`config.mk`:
```
export PLATFORM = sky130hd
export DESIGN_NAME = fpu_op_sequencer_flat
export DESIGN_NICKNAME = d
export VERILOG_FILES = /design/src/rtl/fpu_ctrl_pkg.sv /design/src/rtl/fpu_op_sequencer_if.sv /design/src/rtl/fpu_watchdog.sv /design/src/rtl/fpu_op_sequencer.sv /design/src/flat_wrapper.sv
export SDC_FILE = /design/constraint.sdc
export NUM_CORES = 1
export LEC_CHECK = 0
export BUFFER_PORTS_ARGS = -buffer_cell sky130_fd_sc_hd__buf_2
export CAP_MARGIN = 10
export CELL_PAD_IN_SITES_DETAIL_PLACEMENT = 0
export CELL_PAD_IN_SITES_GLOBAL_PLACEMENT = 1
export CORE_ASPECT_RATIO = 1.25
export CORE_UTILIZATION = 33
export CTS_BUF_LIST = sky130_fd_sc_hd__clkbuf_16
export CTS_CLUSTER_DIAMETER = 50
export DETAILED_ROUTE_END_ITERATION = 8
export HOLD_SLACK_MARGIN = 0.1
export MAX_ROUTING_LAYER = met4
export PLACE_DENSITY_LB_ADDON = 0.08
export SYNTH_ARGS = -nofsm -noshare
export SYNTH_HDL_FRONTEND = slang
export SYNTH_SLANG_ARGS = --single-unit
```
`constraint.sdc`:
```
create_clock -name clk -period 2 [get_ports clk]
set_input_delay 0.2 -clock clk [delete_from_list [all_inputs] [get_ports clk]]
set_output_delay 0.2 -clock clk [all_outputs]
set_load 0.01 [all_outputs]
```
`src/rtl/fpu_ctrl_pkg.sv`:
```
// Shared types and constants for the FPU operation sequencer.
package fpu_ctrl_pkg;

    typedef enum logic [2:0] {
        OP_ADD = 3'b001,
        OP_SUB = 3'b010,
        OP_MUL = 3'b011
    } opcode_e;

    typedef enum logic [1:0] {
        S_IDLE  = 2'b00,
        S_ISSUE = 2'b01,
        S_WAIT  = 2'b10,
        S_WRITE = 2'b11
    } state_e;

    localparam logic [31:0] FP_QNAN         = 32'h7FC0_0000;
    localparam int unsigned TIMEOUT_DEFAULT = 32'd64;

    // True for the opcodes the datapath implements; everything else is turned into a qNaN result.
    function automatic logic is_legal_op(input logic [2:0] sel);
        logic legal;
        case (sel)
            OP_ADD, OP_SUB, OP_MUL: legal = 1'b1;
            default:                legal = 1'b0;
        endcase
        return legal;
    endfunction

endpackage

```
`src/rtl/fpu_op_sequencer_if.sv`:
```
// Command FIFO, datapath and result FIFO signals of the FPU operation sequencer.
interface fpu_op_sequencer_if;

    logic        cmd_empty;
    logic [31:0] cmd_op1;
    logic [31:0] cmd_op2;
    logic [2:0]  cmd_sel;
    logic        cmd_pop;

    logic        unit_start;
    logic [31:0] unit_a;
    logic [31:0] unit_b;
    logic [2:0]  unit_sel;
    logic        unit_done;
    logic [31:0] unit_result;

    logic        res_full;
    logic        res_push;
    logic [31:0] res_data;

    logic        busy;
    logic        err;
    logic [7:0]  ops_done;

    // Sequencer side
    modport master (
        input  cmd_empty, cmd_op1, cmd_op2, cmd_sel, unit_done, unit_result, res_full,
        output cmd_pop, unit_start, unit_a, unit_b, unit_sel, res_push, res_data,
        output busy, err, ops_done
    );

    // FIFO / datapath side
    modport slave (
        output cmd_empty, cmd_op1, cmd_op2, cmd_sel, unit_done, unit_result, res_full,
        input  cmd_pop, unit_start, unit_a, unit_b, unit_sel, res_push, res_data,
        input  busy, err, ops_done
    );

endinterface

```
`src/rtl/fpu_watchdog.sv`:
```
// Cycle counter bounding how long the sequencer waits for the datapath.
module fpu_watchdog #(
    parameter int unsigned TIMEOUT = 32'd64
) (
    input  logic clk,
    input  logic n_rst,
    input  logic clr_i,
    input  logic en_i,
    output logic expired_o
);

    // Expiry is flagged in the last allowed wait cycle so the error result lands on time.
    localparam logic [7:0] LIMIT = 8'(TIMEOUT - 32'd1);

    logic [7:0] count_q;
    logic [7:0] count_d;

    // Next count: clear has priority over counting, otherwise hold
    always_comb begin
        count_d = count_q;
        if (clr_i) begin
            count_d = 8'd0;
        end else if (en_i) begin
            count_d = count_q + 8'd1;
        end else begin
            count_d = count_q;
        end
    end

    // Count register with synchronous active-low reset
    always_ff @(posedge clk) begin
        if (!n_rst) begin
            count_q <= 8'd0;
        end else begin
            count_q <= count_d;
        end
    end

    assign expired_o = (count_q == LIMIT);

endmodule

```
`src/rtl/fpu_op_sequencer.sv`:
```
// Issues one queued FP command at a time to the shared datapath and pushes exactly one result per command.
module fpu_op_sequencer
    import fpu_ctrl_pkg::*;
#(
    parameter int unsigned TIMEOUT = TIMEOUT_DEFAULT
) (
    input  logic               clk,
    input  logic               n_rst,
    fpu_op_sequencer_if.master bus
);

    state_e      state_q,  state_d;
    logic [31:0] op_a_q,   op_a_d;
    logic [31:0] op_b_q,   op_b_d;
    logic [2:0]  sel_q,    sel_d;
    logic [31:0] result_q, result_d;
    logic        err_q,    err_d;
    logic [7:0]  ops_q,    ops_d;

    logic pop_s;
    logic start_s;
    logic push_s;
    logic wd_clr_s;
    logic wd_en_s;
    logic wd_expired_s;

    fpu_watchdog #(
        .TIMEOUT (TIMEOUT)
    ) u_watchdog (
        .clk       (clk),
        .n_rst     (n_rst),
        .clr_i     (wd_clr_s),
        .en_i      (wd_en_s),
        .expired_o (wd_expired_s)
    );

    // Next state, register loads and one-cycle handshake strobes
    always_comb begin
        state_d  = state_q;
        op_a_d   = op_a_q;
        op_b_d   = op_b_q;
        sel_d    = sel_q;
        result_d = result_q;
        err_d    = err_q;
        ops_d    = ops_q;
        pop_s    = 1'b0;
        start_s  = 1'b0;
        push_s   = 1'b0;
        wd_clr_s = 1'b0;
        wd_en_s  = 1'b0;
        case (state_q)
            S_IDLE: begin
                if (!bus.cmd_empty) begin
                    pop_s  = 1'b1;
                    op_a_d = bus.cmd_op1;
                    op_b_d = bus.cmd_op2;
                    sel_d  = bus.cmd_sel;
                    if (is_legal_op(bus.cmd_sel)) begin
                        state_d = S_ISSUE;
                    end else begin
                        // Illegal opcode never reaches the datapath
                        result_d = FP_QNAN;
                        err_d    = 1'b1;
                        state_d  = S_WRITE;
                    end
                end else begin
                    state_d = S_IDLE;
                end
            end
            S_ISSUE: begin
                start_s  = 1'b1;
                wd_clr_s = 1'b1;
                state_d  = S_WAIT;
            end
            S_WAIT: begin
                wd_en_s = 1'b1;
                // A completion in the expiry cycle still counts as success
                if (bus.unit_done) begin
                    result_d = bus.unit_result;
                    state_d  = S_WRITE;
                end else if (wd_expired_s) begin
                    result_d = FP_QNAN;
                    err_d    = 1'b1;
                    state_d  = S_WRITE;
                end else begin
                    state_d = S_WAIT;
                end
            end
            S_WRITE: begin
                if (!bus.res_full) begin
                    push_s  = 1'b1;
                    ops_d   = ops_q + 8'd1;
                    state_d = S_IDLE;
                end else begin
                    state_d = S_WRITE;
                end
            end
            default: begin
                state_d = S_IDLE;
            end
        endcase
    end

    // State and datapath registers with synchronous active-low reset
    always_ff @(posedge clk) begin
        if (!n_rst) begin
            state_q  <= S_IDLE;
            op_a_q   <= 32'd0;
            op_b_q   <= 32'd0;
            sel_q    <= 3'd0;
            result_q <= 32'd0;
            err_q    <= 1'b0;
            ops_q    <= 8'd0;
        end else begin
            state_q  <= state_d;
            op_a_q   <= op_a_d;
            op_b_q   <= op_b_d;
            sel_q    <= sel_d;
            result_q <= result_d;
            err_q    <= err_d;
            ops_q    <= ops_d;
        end
    end

    // Strobes are masked during reset so no command is lost or result emitted while the state is discarded
    assign bus.cmd_pop    = pop_s   & n_rst;
    assign bus.unit_start = start_s & n_rst;
    assign bus.res_push   = push_s  & n_rst;
    assign bus.unit_a     = op_a_q;
    assign bus.unit_b     = op_b_q;
    assign bus.unit_sel   = sel_q;
    assign bus.res_data   = result_q;
    assign bus.busy       = (state_q != S_IDLE);
    assign bus.err        = err_q;
    assign bus.ops_done   = ops_q;

endmodule
```
`src/flat_wrapper.sv`:
```
// flat-port wrapper written by rule: the top's interface ports become plain ports
module fpu_op_sequencer_flat import fpu_ctrl_pkg::*;
#(
    parameter int unsigned TIMEOUT = TIMEOUT_DEFAULT
)
  (clk, n_rst, bus_cmd_empty, bus_cmd_op1, bus_cmd_op2, bus_cmd_sel, bus_unit_done, bus_unit_result, bus_res_full, bus_cmd_pop, bus_unit_start, bus_unit_a, bus_unit_b, bus_unit_sel, bus_res_push, bus_res_data, bus_busy, bus_err, bus_ops_done);
  fpu_op_sequencer_if bus_i ();
  input  logic clk;
  input  logic n_rst;
  input wire logic [$bits(bus_i.cmd_empty)-1:0] bus_cmd_empty;
  input wire logic [$bits(bus_i.cmd_op1)-1:0] bus_cmd_op1;
  input wire logic [$bits(bus_i.cmd_op2)-1:0] bus_cmd_op2;
  input wire logic [$bits(bus_i.cmd_sel)-1:0] bus_cmd_sel;
  input wire logic [$bits(bus_i.unit_done)-1:0] bus_unit_done;
  input wire logic [$bits(bus_i.unit_result)-1:0] bus_unit_result;
  input wire logic [$bits(bus_i.res_full)-1:0] bus_res_full;
  output wire logic [$bits(bus_i.cmd_pop)-1:0] bus_cmd_pop;
  output wire logic [$bits(bus_i.unit_start)-1:0] bus_unit_start;
  output wire logic [$bits(bus_i.unit_a)-1:0] bus_unit_a;
  output wire logic [$bits(bus_i.unit_b)-1:0] bus_unit_b;
  output wire logic [$bits(bus_i.unit_sel)-1:0] bus_unit_sel;
  output wire logic [$bits(bus_i.res_push)-1:0] bus_res_push;
  output wire logic [$bits(bus_i.res_data)-1:0] bus_res_data;
  output wire logic [$bits(bus_i.busy)-1:0] bus_busy;
  output wire logic [$bits(bus_i.err)-1:0] bus_err;
  output wire logic [$bits(bus_i.ops_done)-1:0] bus_ops_done;
  assign bus_i.cmd_empty = bus_cmd_empty;
  assign bus_i.cmd_op1 = bus_cmd_op1;
  assign bus_i.cmd_op2 = bus_cmd_op2;
  assign bus_i.cmd_sel = bus_cmd_sel;
  assign bus_i.unit_done = bus_unit_done;
  assign bus_i.unit_result = bus_unit_result;
  assign bus_i.res_full = bus_res_full;
  assign bus_cmd_pop = bus_i.cmd_pop;
  assign bus_unit_start = bus_i.unit_start;
  assign bus_unit_a = bus_i.unit_a;
  assign bus_unit_b = bus_i.unit_b;
  assign bus_unit_sel = bus_i.unit_sel;
  assign bus_res_push = bus_i.res_push;
  assign bus_res_data = bus_i.res_data;
  assign bus_busy = bus_i.busy;
  assign bus_err = bus_i.err;
  assign bus_ops_done = bus_i.ops_done;
  fpu_op_sequencer #(.TIMEOUT(TIMEOUT)) u_core (.clk(clk), .n_rst(n_rst), .bus(bus_i));
endmodule
```
# == After elaboration in Yosys (flattened, before gate mapping) ==
# Cells that the tools add are included.
# word_totals
elab_cells,62
output_inout_bits,112
in_bits,104
regBits,118
# op_classes
n_eq_ne,12
n_bitwise,6
n_mux,25
add_sub_neg,2
reduce_logical,9
# op_table
cell,count
$mux W32,4
$pmux W32 S2,1
$add A8 B1 Y8 const B,2
$mux W1,14
$eq A8 B6 Y1 const B,1
$mux W2,4
$ne A2 B2 Y1 const B,4
$pmux W2 S4,1
$eq A3 B2 Y1 const B,2
$reduce_and A5 Y1,1
$eq A2 B2 Y1 const B,2
$reduce_and A2 Y1,2
$reduce_and A4 Y1,1
$reduce_bool A2 Y1,2
$and A1 B1 Y1,3
$eq A3 B1 Y1 const B,1
$ne A3 B3 Y1 const B,1
$not A1 Y1,3
$reduce_or A3 Y1,1
$eq A2 B1 Y1 const B,1
$logic_not A2 Y1,1
$pmux W1 S2,1
$reduce_or A2 Y1,1

# == Logic depth before layout (Yosys ltp) ==
# logic_depth
depth_word,8
ltp_mapped,8
ltp_nobuf,5

# == Cells and area by module ==
# Synthesis repeated with hierarchy kept, for this count alone.
# hier_totals
cells_unflattened,473
hier_area_um2,4264.1
# modules_own_cells
mod,cells_each,area_each_um2,seq_area_each_um2,instances
fpu_op_sequencer,433,3911.3,2202.1,1
fpu_watchdog,40,352.8,160.2,1

# == Least setup slack after synthesis ==
# Ideal clock, no wire load.
# synth_timing
kind,register to register
startpoint,register u_core.u_watchdog.count_q[0]
endpoint,"register u_core.result_q[10], in the netlist u_core.bus.res_data[10]"
required_time_ns,1.883
arrival_ns,1.547
path_stages_with_launch,8
synth_period_minus_slack_ns,1.663
n_path_buf,2
slack_ns,0.337
path_cell_list,dfxtp_1 ha_1 nor3b_1 nand3_1 and4_4 buf_6 buf_6 a22o_1
# synth_between
elab_chain_cells,3
# synth_rtl
item,line,rtl
"start, declared",fpu_watchdog.sv:15,logic [7:0] count_q;
"start signal, assigned",fpu_watchdog.sv:35,count_q <= count_d;
$eq A8 B6 Y1,fpu_watchdog.sv:39,assign expired_o = (count_q == LIMIT);
$ne A3 B3 Y1 (no line),-,
$reduce_and A4 Y1 (no line),-,
"end signal, assigned",fpu_op_sequencer.sv:119,result_q <= result_d;
"end, declared",fpu_op_sequencer.sv:16,"logic [31:0] result_q, result_d;"
# No other way between the ends.
# A chain may end at the register's enable or synchronous reset.

# == Worst setup path after layout ==
# layout_timing
startpoint,register u_core.state_q[0]
endpoint,output port bus_cmd_pop
# layout_between
elab_chain_cells,3
# layout_rtl
item,line,rtl
"start, declared",fpu_op_sequencer.sv:12,"state_e state_q, state_d;"
"start signal, assigned",fpu_op_sequencer.sv:115,state_q <= state_d;
$logic_not A2 Y1,fpu_op_sequencer.sv:51,case (state_q)
$mux W1,fpu_op_sequencer.sv:51,
$and A1 B1 Y1,fpu_op_sequencer.sv:126,assign bus.cmd_pop = pop_s & n_rst;
"end, declared",flat_wrapper.sv:17,output wire logic [$bits(bus_i.cmd_pop)-1:0] bus_cmd_pop;
# No other way between the ends.

==> out/metrics.json <==
{
  "sequentialPowerShare": {"value": 0.410},
  "grt_pass1_vias": {"value": 4205},
  "totalNegativeSetupSlack": {"value": 0, "unit": "ns"},
  "asyncSetResetFlopFracSynth": {"value": 0},
  "core-area": {"value": 0.0128, "unit": "mm2"},
  "p_sw_frac": {"value": 0.245},
  "syn2layout_area_growth": {"value": 63.9, "unit": "%"},
  "startpoint": {"value": "u_core.state_q[0]$_SDFF_PN0_"},
  "finalCriticalPeriod": {"value": 1.85, "unit": "ns"},
  "nFillCells": {"value": 1170},
  "outcome": {"value": "complete, no violations"},
  "yosys-top-cells-area": {"value": "dfxtp_1 (54%), nand2_1 (12%), a21boi_0 (11%), a22o_1 (4.6%), o221a_2 (2.3%)"},
  "syn-num-nets": {"value": 575},
  "tritoncts_clock_tree": {"value": "done"},
  "clock_tree.root_cell": {"value": "clkbuf_16"},
  "synth-warning-count": {"value": 0},
  "synth.cell_area": {"value": 0.00438, "unit": "mm2"},
  "nets": {"value": 888},
  "synth_top_area_cell": {"value": "dfxtp_1"},
  "p_int": {"value": 0.00480, "unit": "W"},
  "row_count": {"value": 46},
  "post_cts.resized_instances": {"value": 0},
  "syn_area_per_cell": {"value": 9.35, "unit": "um2"},
  "reg2reg_to": {"value": "u_core.bus.res_data[1]$_SDFFE_PN0P_"},
  "crit_path_to": {"value": "bus_cmd_pop"},
  "area_enclosed_by_the_die_boundary": {"value": 0.0137, "unit": "mm2"},
  "worst-r2r-setup-slack": {"value": 0.16, "unit": "ns"},
  "clock_power_share": {"value": 0.436},
  "max_cap_violations": {"value": 0},
  "clk_transition_reported_paths": {"value": 0.05, "unit": "ns"},
  "fin_worst_skew": {"value": 0.00514, "unit": "ns"},
  "dp_hpwl": {"value": 8210, "unit": "um"},
  "clock_sink_count": {"value": 118},
  "grt_use_total": {"value": 0.188},
  "timing.reg2reg.worst_path_depth": {"value": 5},
  "max-clock-path-buffers": {"value": 2},
  "timing.rr.start": {"value": "u_core.u_watchdog.count_q[0]$_SDFFE_PP0P_"},
  "place.port_buffers": {"value": 215},
  "synth_flop_cell": {"value": "dfxtp_1"},
  "worst-path-max-fanout": {"value": 28},
  "tritoncts.num_buffers": {"value": 17},
  "dp_slack": {"value": 0.239, "unit": "ns"},
  "route.detailed.vias_per_inst": {"value": 4.51},
  "n_antenna_cell": {"value": 0},
  "final_min_period_over_clock_period": {"value": 0.925},
  "postSynthCellCount": {"value": 469},
  "initial_antenna_violation_count": {"value": 0},
  "routabilityCongestion": {"value": 0.735},
  "initial_utilization": {"value": 0.341},
  "post-synth-top-count-cell": {"value": "nand2_1"},
  "h-tree-depth": {"value": 4},
  "grt_first_pass_wirelength": {"value": 19800, "unit": "um"},
  "ant_nets": {"value": 0},
  "vdd.ir_drop.worst": {"value": 0.000424, "unit": "V"},
  "fmax": {"value": 540, "unit": "MHz"},
  "worst-slew-pin-transition": {"value": 0.549, "unit": "ns"},
  "pin_count": {"value": 216},
  "synth_commonest_cells": {"value": "nand2_1 (141), dfxtp_1 (118), a21boi_0 (62), a22o_1 (23), clkbuf_1 (20)"},
  "netSwitchingPower": {"value": 0.00156, "unit": "W"},
  "globalRoute.totalOverflow": {"value": 0},
  "cellLeakagePower": {"value": 3.33, "unit": "nW"},
  "initialDrtViolationCount": {"value": 170},
  "synth.ff_latch_count": {"value": 118},
  "area_taken_by_multi_input_logic_gates": {"value": 0.00184, "unit": "mm2"},
  "remaining_drc_errors": {"value": 0},
  "setup_slack_of_the_critical_path_after_layout": {"value": 0.149, "unit": "ns"},
  "clock_insertion_delay_worst_skew": {"value": 0.40, "unit": "ns"},
  "grt_start_max_net_pins": {"value": 68},
  "endpoint_kind": {"value": "primary output"},
  "dieWidth": {"value": 105, "unit": "um"},
  "register_area": {"value": 0.00236, "unit": "mm2"},
  "timing.final.hold_violations": {"value": 0},
  "wire_per_inst": {"value": 13.2, "unit": "um"},
  "rsz_0062_raised_after_global_routing": {"value": "no"},
  "synth.lib_cells_used.distinct": {"value": 38},
  "power-per-cell-area": {"value": 885, "unit": "mW/mm2"},
  "post-layout-total-power": {"value": 0.00636, "unit": "W"},
  "pwr-share-comb": {"value": 0.155},
  "maxSlewHeadroom": {"value": 0.632},
  "critical_path_arrival": {"value": 1.65, "unit": "ns"},
  "synth_edf_count": {"value": 0},
  "hold_path.class": {"value": "input pin to flip-flop"},
  "route.final.wire_length": {"value": 12700, "unit": "um"},
  "synth.yosys.seq_area_share": {"value": 0.539},
  "final_max_slew_viol_count": {"value": 0},
  "drt_pre_antenna_iters": {"value": 4},
  "kind_of_critical_path": {"value": "flip-flop to primary output"},
  "critical_path.startpoint_type": {"value": "flip-flop"},
  "die-height": {"value": 131, "unit": "um"},
  "vias": {"value": 4332},
  "yosysTopAreaCellShare": {"value": 0.539},
  "setup_viol": {"value": 0},
  "critical_path_rt": {"value": 1.80, "unit": "ns"},
  "fraction_of_layout_cells_with_a_size_suffix_above_1": {"value": 0.339}
}
## metrics by stage
stage / util / cells / area (um2) / hold slack (ns)
5_1_grt: 0.560 / 961 / 7180 / 0.192
3_5_place_dp: 0.437 / 829 / 5610 / 0.413
3_3_place_gp: 0.437 / 829 / 5610 / 0.411
6_report: 0.560 / 961 / 7180 / 0.195
4_1_cts: 0.557 / 958 / 7140 / 0.187
2_1_floorplan: - / 469 / 4380 / 0.325
## worst max-delay path, cell delays in order, from the launching register on
cell	delay [ns]
dfxtp_1	0.41
nor3_4	0.30
buf_12	0.22
and2_1	0.17
buf_2	0.14
## repair_timing
action / 4_1_cts / 5_1_grt
endpoints found under the setup margin: 0 / 1
hold buffers: 99 / 0
setup buffers: 0 / 2
endpoints found under the hold margin: 99 / 0
## kinds of logic after synthesis
| kind of cell | Yosys count | synth area share |
|---|---|---|
| AOI/OAI and AO/OA | 112 | 0.202 |
| xor gates and xnor gates | 12 | 0.0240 |
| adders and majority gates | 2 | 0.00571 |
| buffers and inverters | 37 | 0.0408 |
| DFF | 118 | 0.539 |
| muxes | 2 | 0.00485 |
| and+or+nand+nor | 186 | 0.184 |
## power by group through the flow
stage	registers [W]	logic (W)	clock network [W]
6_report	0.00261	0.000983	0.00277
3_5_place_dp	0.00265	0.000810	0
4_1_cts	0.00260	0.000965	0.00285
2_1_floorplan	0.00271	0.000385	0
3_3_place_gp	0.00264	0.000795	0
5_1_grt	0.00263	0.00108	0.00297
## flip-flops by register name, indices dropped and copies added, names as in the netlist
| register | cells |
|---|---|
| u_core.bus.err | 1 |
| u_core.bus.ops_done | 8 |
| u_core.bus.res_data | 32 |
| u_core.bus.unit_a | 32 |
| u_core.bus.unit_b | 32 |
| u_core.bus.unit_sel | 3 |
| u_core.state_q | 2 |
| u_core.u_watchdog.count_q | 8 |
## cells in the final DEF, fill, tap and decap left out, drive strengths merged
cell type	n
buf	228
nand2	142
dfxtp	118
dlygate4sd3	99
a21boi	71
a22o	23
clkbuf	18
nor2	9
o221a	9
and2	8
clkinv	8
xnor2	6
xor2	6
nand4	5
o21ai	5
nand3	4
nor3	4
inv	3
a21oi	3
clkinvlp	3
or3	3
nor3b	2
and3	2
ha	2
bufinv	2
and4	2
or2	1
and3b	1
nor2b	1
mux2	1
nand3b	1
nand4b	1
mux2i	1
o31a	1
## area by class of cell
cell class / instances / area share
Clock buffer: 17 / 0.0592
Clock inverter: 13 / 0.0162
Inverter: 3 / 0.00157
Multi-Input combinational cell: 314 / 0.257
Sequential cell: 118 / 0.329
Tap cell: 168 / 0.0293
Timing Repair Buffer: 328 / 0.308
## routing by layer
| metal | global-route usage | vias to the layer above | part of all wire | routed length [um] |
|---|---|---|---|---|
| li1 | - | 2214 | - | - |
| met4 | 0.0737 | 0 | 0.014 | 180 |
| met5 | - | - | 0 | 0 |
| met2 | 0.310 | 154 | 0.48 | 6090 |
| met1 | 0.215 | 1952 | 0.45 | 5660 |
| met3 | 0.0556 | 12 | 0.060 | 758 |
## worst min path at each step
stage	start	end	depth (start not counted)
detailed placement	bus_unit_result[9]	u_core.bus.res_data[9]$_SDFFE_PN0P_	2
finish	bus_unit_done	u_core.bus.err$_SDFFE_PN0P_	3
floorplan	bus_unit_result[10]	u_core.bus.res_data[10]$_SDFFE_PN0P_	1
global placement	bus_unit_result[9]	u_core.bus.res_data[9]$_SDFFE_PN0P_	2
CTS	bus_unit_done	u_core.bus.err$_SDFFE_PN0P_	3
global route	bus_unit_done	u_core.bus.err$_SDFFE_PN0P_	3
Power figures use the tool's default switching activity.
